**config.mk**
```make
export PLATFORM = sky130hd
export DESIGN_NAME = fifo_wptr_full_flat
export DESIGN_NICKNAME = d
export VERILOG_FILES = /design/src/rtl/fifo_wptr_full_if.sv /design/src/rtl/fifo_wptr_full.sv /design/src/flat_wrapper.sv
export SDC_FILE = /design/constraint.sdc
export NUM_CORES = 1
export LEC_CHECK = 0
export CAP_MARGIN = 20
export CORE_MARGIN = 3
export CORE_UTILIZATION = 40
export CTS_CLUSTER_DIAMETER = 120
export CTS_CLUSTER_SIZE = 28
export DETAILED_ROUTE_END_ITERATION = 10
export PLACE_DENSITY = 0.71
export SYNTH_ARGS = -nofsm -noshare
export SYNTH_HDL_FRONTEND = slang
export SYNTH_SLANG_ARGS = --single-unit
```
**constraint.sdc**
```tcl
create_clock -name wclk -period 5.5 [get_ports wclk]
set_clock_uncertainty 0.2 [all_clocks]
set_input_delay 1.1 -clock wclk [delete_from_list [all_inputs] [get_ports wclk]]
set_output_delay 1.1 -clock wclk [all_outputs]
set_load 0.1 [all_outputs]
```
**src/rtl/fifo_wptr_full_if.sv**
```systemverilog
// rtl/fifo_wptr_full_if.sv - write-side pointer/status bundle of the async FIFO
//
// Purpose: groups the push request, the incoming read-domain Gray pointer and
// the write-domain status outputs of fifo_wptr_full.
// Signals:
//   winc          push request
//   rptr_gray     read-domain Gray pointer (asynchronous to the write clock)
//   waddr         RAM write address
//   wptr          registered Gray write pointer for the read domain
//   wfull         FIFO full
//   walmost_full  fill level at or above the almost-full threshold
//   wlevel        fill level seen from the write domain
//   woverflow     one-cycle pulse per push rejected while full
// Modports:
//   master  the FIFO user: drives winc/rptr_gray, observes status
//   slave   the write-pointer block itself
interface fifo_wptr_full_if #(
    parameter int ADDR_SIZE = 4
);
    logic                 winc;
    logic [ADDR_SIZE:0]   rptr_gray;
    logic [ADDR_SIZE-1:0] waddr;
    logic [ADDR_SIZE:0]   wptr;
    logic                 wfull;
    logic                 walmost_full;
    logic [ADDR_SIZE:0]   wlevel;
    logic                 woverflow;

    modport master (
        output winc, rptr_gray,
        input  waddr, wptr, wfull, walmost_full, wlevel, woverflow
    );

    modport slave (
        input  winc, rptr_gray,
        output waddr, wptr, wfull, walmost_full, wlevel, woverflow
    );
endinterface

```
**src/rtl/fifo_wptr_full.sv**
```systemverilog
// rtl/fifo_wptr_full.sv - async FIFO write pointer, Gray publish and full/level status
//
// Purpose: keeps the binary write pointer, drives the RAM write address,
// publishes a registered Gray write pointer, synchronizes the read-domain Gray
// pointer through two flops and derives full, almost-full, fill level and
// overflow in the write clock domain. All outputs are registered.
// Ports:
//   wclk    write-domain clock (the only clock)
//   wrst_n  asynchronous active-low reset
//   bus     fifo_wptr_full_if.slave: winc, rptr_gray in;
//           waddr, wptr, wfull, walmost_full, wlevel, woverflow out
module fifo_wptr_full #(
    parameter int ADDR_SIZE = 4,
    parameter int AF_THRESH = 12
) (
    input  logic              wclk,
    input  logic              wrst_n,
    fifo_wptr_full_if.slave   bus
);
    localparam int W = ADDR_SIZE + 1;
    localparam logic [ADDR_SIZE:0] AF_THRESH_W = W'(AF_THRESH);

    logic [ADDR_SIZE:0] wbin_q, wbin_d;
    logic [ADDR_SIZE:0] wptr_q, wptr_d;
    logic [ADDR_SIZE:0] rq1_q, rq2_q;
    logic [ADDR_SIZE:0] wlevel_q, wlevel_d;
    logic               wfull_q, wfull_d;
    logic               walmost_full_q, walmost_full_d;
    logic               woverflow_q, woverflow_d;

    logic               push;
    logic [ADDR_SIZE:0] rbin;
    logic [ADDR_SIZE:0] full_gray;

    // Gray-to-binary of the synchronized read pointer: each binary bit is the
    // XOR of all Gray bits from the MSB down to it.
    always_comb begin
        rbin            = '0;
        rbin[ADDR_SIZE] = rq2_q[ADDR_SIZE];
        for (int i = ADDR_SIZE - 1; i >= 0; i--) begin
            rbin[i] = rbin[i+1] ^ rq2_q[i];
        end
    end

    // The write pointer is exactly one lap ahead of the read pointer when its
    // Gray code equals the read Gray code with the top two bits inverted.
    assign full_gray = {~rq2_q[ADDR_SIZE:ADDR_SIZE-1], rq2_q[ADDR_SIZE-2:0]};

    always_comb begin
        push           = bus.winc & ~wfull_q;
        wbin_d         = wbin_q + {{ADDR_SIZE{1'b0}}, push};
        wptr_d         = (wbin_d >> 1) ^ wbin_d;
        // Status uses the pointer after this edge's push, so a filling push
        // raises wfull with no extra latency.
        wfull_d        = (wptr_d == full_gray);
        wlevel_d       = wbin_d - rbin;
        walmost_full_d = (wlevel_d >= AF_THRESH_W);
        woverflow_d    = bus.winc & wfull_q;
    end

    always_ff @(posedge wclk or negedge wrst_n) begin
        if (!wrst_n) begin
            wbin_q         <= '0;
            wptr_q         <= '0;
            rq1_q          <= '0;
            rq2_q          <= '0;
            wlevel_q       <= '0;
            wfull_q        <= 1'b0;
            walmost_full_q <= 1'b0;
            woverflow_q    <= 1'b0;
        end else begin
            rq1_q          <= bus.rptr_gray;
            rq2_q          <= rq1_q;
            wbin_q         <= wbin_d;
            wptr_q         <= wptr_d;
            wlevel_q       <= wlevel_d;
            wfull_q        <= wfull_d;
            walmost_full_q <= walmost_full_d;
            woverflow_q    <= woverflow_d;
        end
    end

    assign bus.waddr        = wbin_q[ADDR_SIZE-1:0];
    assign bus.wptr         = wptr_q;
    assign bus.wfull        = wfull_q;
    assign bus.walmost_full = walmost_full_q;
    assign bus.wlevel       = wlevel_q;
    assign bus.woverflow    = woverflow_q;
endmodule

```
**src/flat_wrapper.sv**
```systemverilog
// flat-port wrapper written by rule: the top's interface ports become plain ports
module fifo_wptr_full_flat 
#(
    parameter int ADDR_SIZE = 4,
    parameter int AF_THRESH = 12
)
  (wclk, wrst_n, bus_winc, bus_rptr_gray, bus_waddr, bus_wptr, bus_wfull, bus_walmost_full, bus_wlevel, bus_woverflow);
  fifo_wptr_full_if #(.ADDR_SIZE(ADDR_SIZE)) bus_i ();
  input  logic wclk;
  input  logic wrst_n;
  input wire logic [$bits(bus_i.winc)-1:0] bus_winc;
  input wire logic [$bits(bus_i.rptr_gray)-1:0] bus_rptr_gray;
  output wire logic [$bits(bus_i.waddr)-1:0] bus_waddr;
  output wire logic [$bits(bus_i.wptr)-1:0] bus_wptr;
  output wire logic [$bits(bus_i.wfull)-1:0] bus_wfull;
  output wire logic [$bits(bus_i.walmost_full)-1:0] bus_walmost_full;
  output wire logic [$bits(bus_i.wlevel)-1:0] bus_wlevel;
  output wire logic [$bits(bus_i.woverflow)-1:0] bus_woverflow;
  assign bus_i.winc = bus_winc;
  assign bus_i.rptr_gray = bus_rptr_gray;
  assign bus_waddr = bus_i.waddr;
  assign bus_wptr = bus_i.wptr;
  assign bus_wfull = bus_i.wfull;
  assign bus_walmost_full = bus_i.walmost_full;
  assign bus_wlevel = bus_i.wlevel;
  assign bus_woverflow = bus_i.woverflow;
  fifo_wptr_full #(.ADDR_SIZE(ADDR_SIZE), .AF_THRESH(AF_THRESH)) u_core (.wclk(wclk), .wrst_n(wrst_n), .bus(bus_i));
endmodule
```
# == After elaboration in Yosys (flattened, before gate mapping) ==
# Cells that the tools add are included.
# W data, S select, Z words.
# word_totals
regBits,28
inputBits,8
word_cells,21
# op_classes
add_sub_neg,2
n_lt_le_gt_ge,1
n_eq_ne,1
bitwise,9
# op_table
operator,n
$add A5 B1 Y5,1
$eq A5 B5 Y1,1
$ge A5 B4 Y1 const B,1
$sub A5 B5 Y5,1
$xor A4 B5 Y5,1
$xor A1 B1 Y1,4
$and A1 B1 Y1,2
$not A2 Y2,1
$not A1 Y1,1

# == Logic depth before layout (Yosys ltp) ==
# logic_depth
depth_word,6
ltp_mapped,10
ltp_nobuf,10

# == Worst setup path before layout ==
# OpenSTA, ideal clock, no wires.
# synth_path
path_type,in2reg
from,input bus_winc
to,register u_core.walmost_full_q (netlist: u_core.bus.walmost_full)
arrival_time_ps,3295
t_required_ps,5162
setup_slack_ps,1866
stages,9
cell_sequence,nor2b_1 > ha_1 > ha_1 > inv_1 > fa_1 > nor2b_1 > o21ai_0 > and3_1 > or4b_1
# synth_between
elab_chain_cells,4
# synth_rtl
item,line_no,source
"start, declared",flat_wrapper.sv:11,input wire logic [$bits(bus_i.winc)-1:0] bus_winc;
$and A1 B1 Y1,fifo_wptr_full.sv:50,push = bus.winc & ~wfull_q;
$add A5 B1 Y5,fifo_wptr_full.sv:51,"wbin_d = wbin_q + {{ADDR_SIZE{1'b0}}, push};"
via u_core.wbin_d[1],fifo_wptr_full.sv:23,"logic [ADDR_SIZE:0] wbin_q, wbin_d;"
$sub A5 B5 Y5,fifo_wptr_full.sv:56,wlevel_d = wbin_d - rbin;
$ge A5 B4 Y1,fifo_wptr_full.sv:57,walmost_full_d = (wlevel_d >= AF_THRESH_W);
via u_core.walmost_full_d,fifo_wptr_full.sv:28,"logic walmost_full_q, walmost_full_d;"
"end signal, assigned",fifo_wptr_full.sv:78,walmost_full_q <= walmost_full_d;
"end, declared",fifo_wptr_full.sv:28,
# The timed path passes the listed nets, and every way through them passes these cells.

# == Final worst setup path ==
# Ends and elaborated chain as after synthesis.

==> summary.txt <==
Min path
  • Worst min path class: reg2reg

GRT
  • Total gr overflow: 0
  • Global-route wire length before repair: 3090 µm
  • Vias in the first global route: 687
  • Gr usage total: 11.6%
  • Largest net degree at the start of global routing: 28
  • Initial antenna violation count: 0

Cells and area
  • Syn-to-layout area delta: 26.0%
  • Layout cell share with drive strength beyond 1: 11.2%
  • Antenna cells: 0
  • Nets: 132

Clock tree
  • Post_cts resized: 0
  • Clock root buffer: clkbuf_4
  • TritonCTS Sinks: 27
  • Reg clk slew, reported paths: 0.13 ns
  • Cts bufs inserted: 3
  • H-tree levels: 1
  • Post-CTS Repair Setup Buffers: 0
  • Clk_lat worst skew: 0.31 ns
  • Clock Tree Buf Depth: 2
  • CTS Hold Bufs: 0
  • CTS tree: yes

Die
  • Die span in x: 60.5 µm
  • Initial Util: 42.4%
  • I/O pin count: 25
  • Site Rows: 19
  • Die area: 3670 µm²
  • Core Box Area: 2810 µm²
  • Die Y-Extent: 60.5 µm

Setup path
  • Worst setup EP type: flip-flop
  • Cell family with most CP delay: adder cells
  • CP arrival: 3.90 ns
  • CP most frequent cell: ha_1
  • Slowest cell on the critical path: or4b_1
  • Startpoint Class: primary input
  • Crit-path cells: clkdlybuf4s50_1 -> nor2b_1 -> ha_1 -> ha_1 -> xor2_2 -> ha_1 -> nor2b_1 -> o21ai_0 -> a21oi_1 -> or4b_1
  • WP buf/inv: 1
  • Worst stage delay on the critical path: 0.52 ns
  • CP Class: in2reg
  • Crit-path max FO: 6
  • Critical Path RT: 5.50 ns

Synth
  • Net Count, Synth: 103
  • Synth Area in Simple Gates: 7.89%
  • Synthesized instance count: 88
  • Largest family of logic cells by synthesized area: XOR/XNOR gates
  • Synth Area in XOR/XNOR: 17.4%
  • Syn avg cell area: 13.5 µm²
  • Synth Cell Area: 1190 µm²
  • Leading area contributor after synthesis: dfrtp_1
  • Post-synthesis sequential area ratio: 56.8%
  • Mux contribution to synthesized area: 0.841%
  • Adder-cell share of the synthesized area: 7.99%
  • Yosys reg bits: 27
  • Warnings from Yosys: 0
  • Distinct cells, synth: 29
  • Compound-Gate Fraction of Synth Area: 6.20%
  • Top-area cell type share of the netlist area: 56.8%
  • Dominant cells by area after synthesis: dfrtp_1 (57%), xnor2_1 (8.8%), ha_1 (6.3%)

STA
  • Final period util: 70.9%
  • Final hold vios: 0
  • Final hold slack: 0.163 ns
  • Slew @ Worst Pin: 0.971 ns
  • Final critical-path required period: 3.90 ns
  • Fin Setup TNS: 0 ns
  • Slew headroom: 35.1%
  • # setup viols final: 0
  • Max frequency: 257 MHz
  • RSZ-0062 raised after global routing: false
  • Pins Over Slew Limit: 0

Placed design
  • GP Congestion: 0.704
  • Post-DP HPWL: 1370 µm
  • IO Port Bufs: 24

Routing
  • DRC viols: 0
  • Antenna Nets Post-Route: 0
  • Total wire length: 1740 µm
  • First drt pass iteration count: 2
  • Via density: 4.76
  • 1st-iter DRT viols: 14
  • WL per Instance: 11.8 µm
  • Via count: 700

Outcome
  • Status: finished, final reports clean

Job
  • Max_cap viols: 0
[through the flow]
stage	instances	setup WS (ns)	cell area [µm²]	utilization (%)
floorplan	88	1.87	1190	-
global placement	143	1.35	1470	52.5
detailed placement	143	1.29	1470	52.5
CTS	147	1.62	1500	53.4
global route	147	1.36	1500	53.4
finish	147	1.60	1500	53.4
[registers in the layout, indices dropped and copies added, names as in the netlist]
register,flops
u_core.bus.walmost_full,1
u_core.bus.wfull,1
u_core.bus.wlevel,5
u_core.bus.woverflow,1
u_core.bus.wptr,4
u_core.rq1_q,5
u_core.rq2_q,5
u_core.wbin_q,5
[kinds of logic after synthesis]
| family | Yosys count |
|---|---|
| DFF | 27 |
| buffers and inverters | 9 |
| and+or+nand+nor | 14 |
| AOI/OAI and AO/OA | 9 |
| xor gates and xnor gates | 21 |
| adders and majority gates | 7 |
| muxes | 1 |
[cells in the final DEF, fill, tap and decap left out, types with 2 or more instances in the layout]
cell type and n:
ha_1 6, xnor2_2 2, nand3_1 3, nor2b_1 2, inv_1 8, clkdlybuf4s50_1 24, xor2_1 6, clkbuf_4 3
dfrtp_1 27, a21oi_1 2, xnor2_1 12
[cells in the mapped netlist]
| library cell | count |
|---|---|
| mux2i_1 | 1 |
| a21o_1 | 1 |
| o21ai_0 | 1 |
| dfrtp_1 | 27 |
| or3_1 | 1 |
| nor2b_1 | 2 |
| inv_1 | 8 |
| and3_1 | 1 |
| xnor2_2 | 2 |
| xor2_2 | 1 |
| a21oi_1 | 2 |
| nand4b_1 | 1 |
| fa_1 | 1 |
| nand3_2 | 1 |
| or2_2 | 1 |
| ha_1 | 6 |
| a21boi_2 | 1 |
| a2111oi_2 | 1 |
| xor2_1 | 6 |
| a21bo_2 | 1 |
| and2_1 | 1 |
| nand3_1 | 3 |
| or4b_1 | 1 |
| o2bb2ai_1 | 1 |
| nor4_1 | 1 |
| buf_2 | 1 |
| nand4_1 | 1 |
| xnor2_1 | 12 |
| a31oi_1 | 1 |
[worst register-to-register path: stages (launching register included)]
cell and delay, ns:
dfrtp_1 0.46, xnor2_2 0.21, xor2_1 0.26, xor2_1 0.28, xnor2_1 0.10, ha_1 0.22, fa_1 0.50, nor2b_1 0.14
o21ai_0 0.10, and3_1 0.21, or4b_1 0.49
[routing by layer]
layer / up-vias / part of all wire (%) / GRT usage [%]
met4: 0 / 0.57 / 4.64
met2: 19 / 52 / 18.5
met5: - / 0 / 0
met1: 334 / 41 / 14.8
li1: 345 / - / -
met3: 2 / 5.6 / 3.62
[final timing paths]
kind / cells past startpoint / slack (ns) / startpoint / to
max: 10 / 1.60 / bus_winc / u_core.bus.walmost_full
min: 0 / 0.16 / u_core.rq1_q[0] / u_core.rq2_q[0]
max reg2reg: 10 / 2.21 / u_core.rq2_q[4] / u_core.bus.walmost_full
min reg2reg: 0 / 0.16 / u_core.rq1_q[0] / u_core.rq2_q[0]
max in group asynchronous: 2 / 3.92 / wrst_n / u_core.bus.wlevel[0]
min in group asynchronous: 2 / 0.93 / wrst_n / u_core.rq2_q[4]
[final cells by class]
class	instances	area, µm²
Clock buffer	3	22.5
Clock inverter	1	5.00
Fill cell	247	1310
Inverter	8	30.0
Multi-Input combinational cell	52	479
Sequential cell	27	676
Tap cell	31	38.8
Timing Repair Buffer	25	248
Power is not shown: default switching activity piles up to over one toggle a cycle in this logic, so the estimate is an artifact.
